`config.mk`:
```
export PLATFORM = sky130hd
export DESIGN_NAME = tmrx_dummy_pipe
export DESIGN_NICKNAME = d
export VERILOG_FILES = /design/src/rtl/tmrx_dummy_pkg.sv /design/src/rtl/tmrx_dummy_core.sv /design/src/rtl/tmrx_dummy_pipe.sv
export SDC_FILE = /design/constraint.sdc
export NUM_CORES = 1
export LEC_CHECK = 0
export ABC_AREA = 0
export CORE_MARGIN = 2
export CORE_UTILIZATION = 50
export CTS_CLUSTER_DIAMETER = 50
export CTS_CLUSTER_SIZE = 20
export DETAILED_ROUTE_END_ITERATION = 10
export MAX_ROUTING_LAYER = met4
export PLACE_DENSITY = 0.78
export SYNTH_ARGS = -nofsm -noshare
export SYNTH_HDL_FRONTEND = slang
export SYNTH_SLANG_ARGS = --single-unit
```
`constraint.sdc`:
```
create_clock -name clk_i -period 1.8 [get_ports clk_i]
set_input_delay 0.36 -clock clk_i [delete_from_list [all_inputs] [get_ports clk_i]]
set_output_delay 0.36 -clock clk_i [all_outputs]
set_load 0.02 [all_outputs]
```
`src/rtl/tmrx_dummy_pkg.sv`:
```
// Shared constants and the stage record for the TMRX dummy pipeline.
// Optional parity tracking is enabled with TMRX_DUMMY_PARITY_EN.
package tmrx_dummy_pkg;

    localparam int unsigned DEFAULT_WIDTH = 8;
    localparam int unsigned DEFAULT_DEPTH = 3;
    localparam int unsigned DEFAULT_CNT_W = 8;

    typedef struct packed {
        logic                     valid;
        logic [DEFAULT_WIDTH-1:0] data;
        logic                     parity;
    } stage_t;

endpackage

```
`src/rtl/tmrx_dummy_core.sv`:
```
// Feedback core: AND/XOR state register plus OR/XOR stage-0 output register.
// With TMRX_DUMMY_PARITY_EN an even-parity bit of the stage-0 value is kept alongside.
module tmrx_dummy_core
    import tmrx_dummy_pkg::*;
#(
    parameter int unsigned WIDTH = DEFAULT_WIDTH
) (
    input  logic             clk_i,
    input  logic             rst_ni,
    input  logic             clr_i,
    input  logic             acc_i,
    input  logic [WIDTH-1:0] a_i,
    input  logic [WIDTH-1:0] b_i,
    output logic [WIDTH-1:0] y_o,
`ifdef TMRX_DUMMY_PARITY_EN
    output logic             p_o,
`endif
    output logic             err_o
);

    logic [WIDTH-1:0] core_q, core_d;
    logic [WIDTH-1:0] s0_q, s0_d;

    // Both updates use the pre-edge core_q and s0_q.
    always_comb begin
        core_d = core_q;
        s0_d   = s0_q;
        if (clr_i) begin
            core_d = '0;
            s0_d   = '0;
        end else if (acc_i) begin
            core_d = (a_i & s0_q) ^ core_q;
            s0_d   = (core_q | a_i) ^ b_i;
        end
    end

    always_ff @(posedge clk_i or negedge rst_ni) begin
        if (!rst_ni) begin
            core_q <= '0;
            s0_q   <= '0;
        end else begin
            core_q <= core_d;
            s0_q   <= s0_d;
        end
    end

`ifdef TMRX_DUMMY_PARITY_EN
    logic p_q, p_d;

    always_comb begin
        p_d = p_q;
        if (clr_i) begin
            p_d = 1'b0;
        end else if (acc_i) begin
            p_d = ^((core_q | a_i) ^ b_i);
        end
    end

    always_ff @(posedge clk_i or negedge rst_ni) begin
        if (!rst_ni) begin
            p_q <= 1'b0;
        end else begin
            p_q <= p_d;
        end
    end

    assign p_o = p_q;
`endif

    assign y_o   = s0_q;
    assign err_o = 1'b0;

endmodule

```
`src/rtl/tmrx_dummy_pipe.sv`:
```
// WIDTH-bit feedback core feeding a DEPTH-stage valid/ready pipeline with stall, clear and handoff counter.
// Define TMRX_DUMMY_PARITY_EN to add parity_o and per-stage parity bits.
module tmrx_dummy_pipe
    import tmrx_dummy_pkg::*;
#(
    parameter int unsigned WIDTH = DEFAULT_WIDTH,
    parameter int unsigned DEPTH = DEFAULT_DEPTH,
    parameter int unsigned CNT_W = DEFAULT_CNT_W
) (
    input  logic             clk_i,
    input  logic             rst_ni,
    input  logic             clr_i,
    input  logic [WIDTH-1:0] in0_i,
    input  logic [WIDTH-1:0] in1_i,
    input  logic             valid_i,
    output logic             ready_o,
    output logic [WIDTH-1:0] out_o,
    output logic             valid_o,
    input  logic             ready_i,
    output logic [CNT_W-1:0] cnt_o,
`ifdef TMRX_DUMMY_PARITY_EN
    output logic             parity_o,
`endif
    output logic             err_o
);

    logic             en;
    logic             acc;
    logic [WIDTH-1:0] core_y;
    logic [DEPTH-1:0] valid_q, valid_d, vshift;
    logic [CNT_W-1:0] cnt_q, cnt_d;
`ifdef TMRX_DUMMY_PARITY_EN
    logic             core_p;
`endif

    assign en      = !valid_q[DEPTH-1] || ready_i;
    assign ready_o = en && !clr_i;
    assign acc     = valid_i && ready_o;

    tmrx_dummy_core #(
        .WIDTH (WIDTH)
    ) u_core (
        .clk_i  (clk_i),
        .rst_ni (rst_ni),
        .clr_i  (clr_i),
        .acc_i  (acc),
        .a_i    (in0_i),
        .b_i    (in1_i),
        .y_o    (core_y),
`ifdef TMRX_DUMMY_PARITY_EN
        .p_o    (core_p),
`endif
        .err_o  (err_o)
    );

    if (DEPTH > 1) begin : g_vshift
        assign vshift = {valid_q[DEPTH-2:0], acc};
    end else begin : g_vone
        assign vshift = acc;
    end

    // Valid bits and handoff counter; clear wins over shift and count.
    always_comb begin
        valid_d = valid_q;
        cnt_d   = cnt_q;
        if (clr_i) begin
            valid_d = '0;
            cnt_d   = '0;
        end else begin
            if (en) begin
                valid_d = vshift;
            end
            if (valid_q[DEPTH-1] && ready_i) begin
                cnt_d = cnt_q + CNT_W'(1);
            end
        end
    end

    always_ff @(posedge clk_i or negedge rst_ni) begin
        if (!rst_ni) begin
            valid_q <= '0;
            cnt_q   <= '0;
        end else begin
            valid_q <= valid_d;
            cnt_q   <= cnt_d;
        end
    end

    // Stages 1..DEPTH-1 only move when the pipeline is not stalled.
    if (DEPTH > 1) begin : g_pipe
        logic [DEPTH-2:0][WIDTH-1:0] sdata_q;
        logic [DEPTH-1:0][WIDTH-1:0] chain_w;

        assign chain_w = {sdata_q, core_y};

        always_ff @(posedge clk_i or negedge rst_ni) begin
            if (!rst_ni) begin
                sdata_q <= '0;
            end else if (en) begin
                sdata_q <= chain_w[DEPTH-2:0];
            end
        end

        assign out_o = chain_w[DEPTH-1];

`ifdef TMRX_DUMMY_PARITY_EN
        logic [DEPTH-2:0] spar_q;
        logic [DEPTH-1:0] pchain_w;

        assign pchain_w = {spar_q, core_p};

        always_ff @(posedge clk_i or negedge rst_ni) begin
            if (!rst_ni) begin
                spar_q <= '0;
            end else if (en) begin
                spar_q <= pchain_w[DEPTH-2:0];
            end
        end

        assign parity_o = pchain_w[DEPTH-1] ^ (^chain_w[DEPTH-1]);
`endif
    end else begin : g_single
        assign out_o = core_y;
`ifdef TMRX_DUMMY_PARITY_EN
        assign parity_o = core_p ^ (^core_y);
`endif
    end

    assign valid_o = valid_q[DEPTH-1];
    assign cnt_o   = cnt_q;

endmodule

```
==> results.md <==
* Reg-to-reg setup timing slack at 0.30 ns
* Largest net degree at the start of global routing at 29
* CP startpoint: cnt_o[2]$_DFFE_PN0P_
* Synth top area share at 0.528
* # fillers at 344
* List of most frequent post-synthesis cells: 63 x nand2_1, 43 x dfrtp_1, 24 x a21oi_1
* Max Root-Sink Buffers at 2
* CP max-delay cell: clkdlybuf4s50_1
* Mean post-synth cell area at 8.90 µm²
* Crit Path Max Fanout at 4
* Pwr Density at 734 mW/mm²
* Gr usage total at 0.217
* Hold WC Path Type: in -> async
* Most frequent cell after synthesis: nand2_1
* Syn Nets at roughly 250
* CP required at 1.44 ns
* Peak VDD IR at a little over 0.4 mV
* WL per Instance at roughly 13 µm
* Arr. time, crit path at 1.39 ns
* Fmax at 0.571 GHz
* Synthesis-stage register bit count at 43
* DIE WIDTH at 67.8 µm
* Ant. Diodes at 0
* Synth area leader: dfrtp_1
* Main area contributors after synthesis: dfrtp_1 53%, nand2_1 12%, a21oi_1 5.9%, o21ai_0 4.7%, buf_4 3.7%
* CTS buffer count at 5
* WS Path Type: reg -> out
* Clock-pin slew on the worst setup and hold paths at 0.07 ns
* Max incr delay on CP at around 0.66 ns
* Async set-reset flop share out of synthesis at 1.00
* Final wirelength at 4210 µm
* Fin crit share at 0.973
* Tmin final at 1.75 ns
* Num ports at 40
* Worst-Skew Late Latency at roughly 0.29 ns
* RSZ-0062 raised after global routing: false
* Root Driver: clkbuf_8
* Via count at 1709
* Fin. max-slew vios at 0
* Initial antenna violation count at 0
* Crit end category: output pin
* Maxcap violations at 0
* Placer Congestion at 0.761
* DRT antenna net count at 0
* Static leakage at 1.14 nW
* Synthesis-to-layout area growth at 23.7%
* Nets at about 290
* Register area share after synthesis at 0.528
* Final Setup Violations at 0
* Netlist Area Pre-Place at 0.00204 mm²
* Crit path launch type: flop
* Starting Density at 0.513
* DP HPWL at roughly 2900 µm
* H-Tree Level Count at 2
* CTS Sinks at 43
* Reg2reg path depth at 4
* # rows at 23
* Count of input and output buffers at 38
* DR pass1 iterations at 4
* Status: complete, no violations
* Primary FF master, synth: dfrtp_1
* Total grt overflow at 0
* Vias in the first global route at approximately 1600
* Critical R2R Capture: u_core.core_q[2]$_DFFE_PN0P_
* Fin Hold WS at 0.00984 ns
* Die height at 67.8 µm
* DR iter-0 viols at 127
* Pwr Total at 1.85 mW
* CP Buf/Inv Count at 1
* Top delay family on crit path: buffers and inverters
* Post-Syn Instances at 229
* Clock skew at 0.00357 ns
* Hold bufs inserted after CTS at 0
* CTS tree: built
* Crit path cell chain: clkdlybuf4s50_1
* Proportion of layout cells with a drive suffix above 1 at 0.0760
* Yosys Warn Count at 0
* First-pass GRT wire length at 7190 µm
* Core area at 0.00397 mm²
* Die Area at 0.00460 mm²
* R2R Path Start: valid_q[2]$_DFFE_PN0P_
* Residual DRC at 0
* Synth unique cells at 22
* Post-DR vias/cell at 5.46
* Post-synth EDFFs at 0
* Hold violation count in the final report at 0
kinds of logic after synthesis:
family	after synthesis	synth area share
AOI/OAI and AO/OA	53	0.142
xor gates and xnor gates	2	0.00860
adders and majority gates	1	0.00614
buffers and inverters	24	0.0694
DFF	43	0.528
other	1	0.00184
and+or+nand+nor	105	0.244
repair_timing:
item                                    CTS  global route
hold endpoints to repair                  0             0
resized for setup                         1             2
endpoints found under the setup margin    1             2
pin swaps                                 0             0
buffers inserted                          0             0
layer usage:
layer,wire (µm),global-route usage
met5,0,-
met4,65,0.0875
met3,178,0.0592
met2,2000,0.338
met1,1970,0.270
sequential cells by signal, indices dropped and copies added, names as in the netlist:
| signal | cells |
|---|---|
| valid_q | 3 |
| g_pipe.chain_w | 8 |
| out_o | 8 |
| u_core.core_q | 8 |
| u_core.y_o | 8 |
| cnt_o | 8 |
cell usage in the layout, fill, tap and decap left out, types with 4 or more instances in the layout:
master            n
nor2_1            5
o31ai_1          10
nand3_1           4
nand4_1          10
clkdlybuf4s50_1  34
a21oi_1          24
or4_1            10
clkbuf_8          5
or3_1            11
dfrtp_1          43
nand2_1          63
buf_4            11
o21ai_0          19
through the flow:
step           setup TNS (ns)  area (µm²)  setup slack (ns)  utilization  instances
2_1_floorplan               0        2040             0.158            -        229
3_3_place_gp           -0.237        2440            -0.135        0.616        307
3_5_place_dp           -0.623        2440            -0.173        0.616        307
4_1_cts                     0        2520            0.0346        0.634        313
5_1_grt                     0        2520           0.00185        0.635        313
6_report                    0        2520            0.0487        0.635        313
where the power goes:
group	total, mW	internal [mW]	leakage, nW	switching (mW)
Combinational	0.248	0.118	0.524	0.130
Clock	0.556	0.259	0.0371	0.298
Sequential	1.05	1.01	0.581	0.0319
worst max path at each step:
| stage | slack [ns] | endpoint | cells past startpoint |
|---|---|---|---|
| after floorplan | 0.16 | ready_o | 4 |
| after global placement | -0.14 | ready_o | 4 |
| after detailed placement | -0.17 | ready_o | 4 |
| after CTS | 0.03 | valid_o | 2 |
| after global routing | 0.002 | cnt_o[4] | 1 |
| final | 0.05 | cnt_o[2] | 1 |
area by class of cell:
| type | instances | area, µm² | share of cell area |
|---|---|---|---|
| clock buffer | 6 | 72.6 | 0.0288 |
| inverter | 2 | 7.51 | 0.00298 |
| multi-input combinational | 162 | 821 | 0.326 |
| sequential | 43 | 1080 | 0.427 |
| tap | 50 | 62.6 | 0.0248 |
| timing repair buffer | 50 | 482 | 0.191 |
No activity file was read; power rests on OpenSTA's default activity.
==> RTL edit (same settings) <==
`DEFAULT_DEPTH`: 3 -> 6.
--- a/src/rtl/tmrx_dummy_pkg.sv
+++ b/src/rtl/tmrx_dummy_pkg.sv
@@ -4,5 +4,5 @@
 
     localparam int unsigned DEFAULT_WIDTH = 8;
-    localparam int unsigned DEFAULT_DEPTH = 3;
+    localparam int unsigned DEFAULT_DEPTH = 6;
     localparam int unsigned DEFAULT_CNT_W = 8;
 
Behaviour: not the same (Yosys sat finds a counterexample within 4 cycles, from zero or initial values and one cycle with rst_ni low).
==> RTL edit against the unedited design <==
- sequential cell count grew 27
- sequential power is 62% higher
- die area increased by 46%
- routed wire length rose by 39%
- cell area is 46% higher
- total power up 75%
- setup slack improved by 0.014 ns
- maximum frequency up 0.82%
- synthesized cell count up 50%
- synthesized area grew 49%
- hold slack worse by 0.00075 ns
- sequential share of layout area is 4.8 points higher
==> RTL edit: results (changes against the unedited design) <==
Status:
- The flow ran to the end, and the final reports show no timing, DRC or antenna violations.

Global routing:
- The via count of the first global-routing pass is 2,229 (+38%).
- The met2 track demand over resource is 0.310 (-0.0285).
- The global-route wire length before repair came to 10,100 µm (+40%).
- The overall track demand over capacity in global routing is 0.206 (-0.0111).
- The maximum number of pins on one net before global-route repair is 71 (+140%).
- The met1 track demand over resource is 0.263 (-0.00708).
- The met3 track utilization from global routing is 0.0505 (-0.00866).

Synth:
- The XOR/XNOR share of the synthesized area came to 0.00575 (-0.00284).
- The synthesized-area fraction occupied by adder cells came to 0.00411 (-0.00203).
- The net count of the mapped netlist is 365 (+45%).
- Counting instances in the post-synthesis netlist gives the leading cell types as sky130_fd_sc_hd__nand2_1 (141), sky130_fd_sc_hd__dfrtp_1 (70), sky130_fd_sc_hd__a21oi_1 (27), sky130_fd_sc_hd__o21ai_0 (19), sky130_fd_sc_hd__buf_4 (13).
- The distinct cell type count after synthesis came to 20 (-9.1%).
- By area the synthesized netlist is led by sky130_fd_sc_hd__dfrtp_1 (57%), sky130_fd_sc_hd__nand2_1 (17%), sky130_fd_sc_hd__a21oi_1 (4.4%).
- The sequential cell area fraction in the yosys report is 0.575 (+0.0470).

Critical path:
- The slack of the worst reg-to-reg path is 0.36 ns (+0.06 ns).
- In this run the critical register-to-register path is launched from valid_q[5].
- The capturing point of the worst reg2reg path is u_core.core_q[0].

Placement:
- The global placement routability congestion is 0.749 (-1.6%).
- The worst slack at placement is -0.271 ns (-0.0982 ns).
- The number of instances in the placed design is 439 (+43%).
- The detailed-placement wirelength estimate was 3730 µm (+30%).

Power:
- The net switching power is 755 µW (+64%).
- The static power due to leakage is 1.81 nW (+58%).
- The sequential share of power is 0.524 (-0.042).
- The share of power burned in combinational logic is 0.080 (-0.054).
- The overall power came to 3.24 mW (+75%).

Finish:
- The ratio of cells with drive above 1 in the final layout came to 0.0789 (+0.00290).
- The final-stage net count is 397 (+39%).
- The number of filler instances in the final layout was 518 (+51%).

Timing:
- The hold slack is 0.00909 ns (-0.000750 ns).
- The clock skew after layout was 0.00572 ns (+0.00215 ns).

Detailed routing:
- The detailed-route via count is 2,369 (+39%).
- The length of routed met2 wiring is 2840 µm (+42%).
- The wire length on met3 is 243 µm (+37%).
- The number of vias per cell is 5.21 (-4.6%).
- The detailed-routing wirelength on met1 is 2640 µm (+35%).
- The detailed-router iteration count before antenna repair is 5 (+1).

Clocking:
- The deepest level of the CTS H-tree came to 3 (+1).
- The clock network latency to the later pin of the worst-skew pair is 0.34 ns (+0.05 ns).
- The CTS buffer count is 9 (+4).
RTL edit: changes by cell type after synthesis, moves of 2 or more:
cell and change:
sky130_fd_sc_hd__nand2_1 +78, sky130_fd_sc_hd__dfrtp_1 +27, sky130_fd_sc_hd__buf_4 +3, sky130_fd_sc_hd__clkbuf_1 +5, sky130_fd_sc_hd__a21oi_1 +3, sky130_fd_sc_hd__buf_1 -2
RTL edit: cell type report:
cell class                 instances  area, µm²  share of cell area
clock buffer                      13        159              0.0431
sequential                        70       1750               0.475
multi-input combinational        243       1140               0.308
tap                               75       93.8              0.0255
inverter                           2       7.51             0.00204
clock inverter                     3       42.5              0.0115
timing repair buffer              49        495               0.134
RTL edit: worst max path at each step:
stage,to,slack [ns],cells past startpoint
2_1_floorplan,ready_o,0.13,4
3_3_place_gp,ready_o,-0.29,4
3_5_place_dp,ready_o,-0.27,4
4_1_cts,ready_o,0.009,4
5_1_grt,cnt_o[2],0.007,1
6_report,cnt_o[2],0.06,1
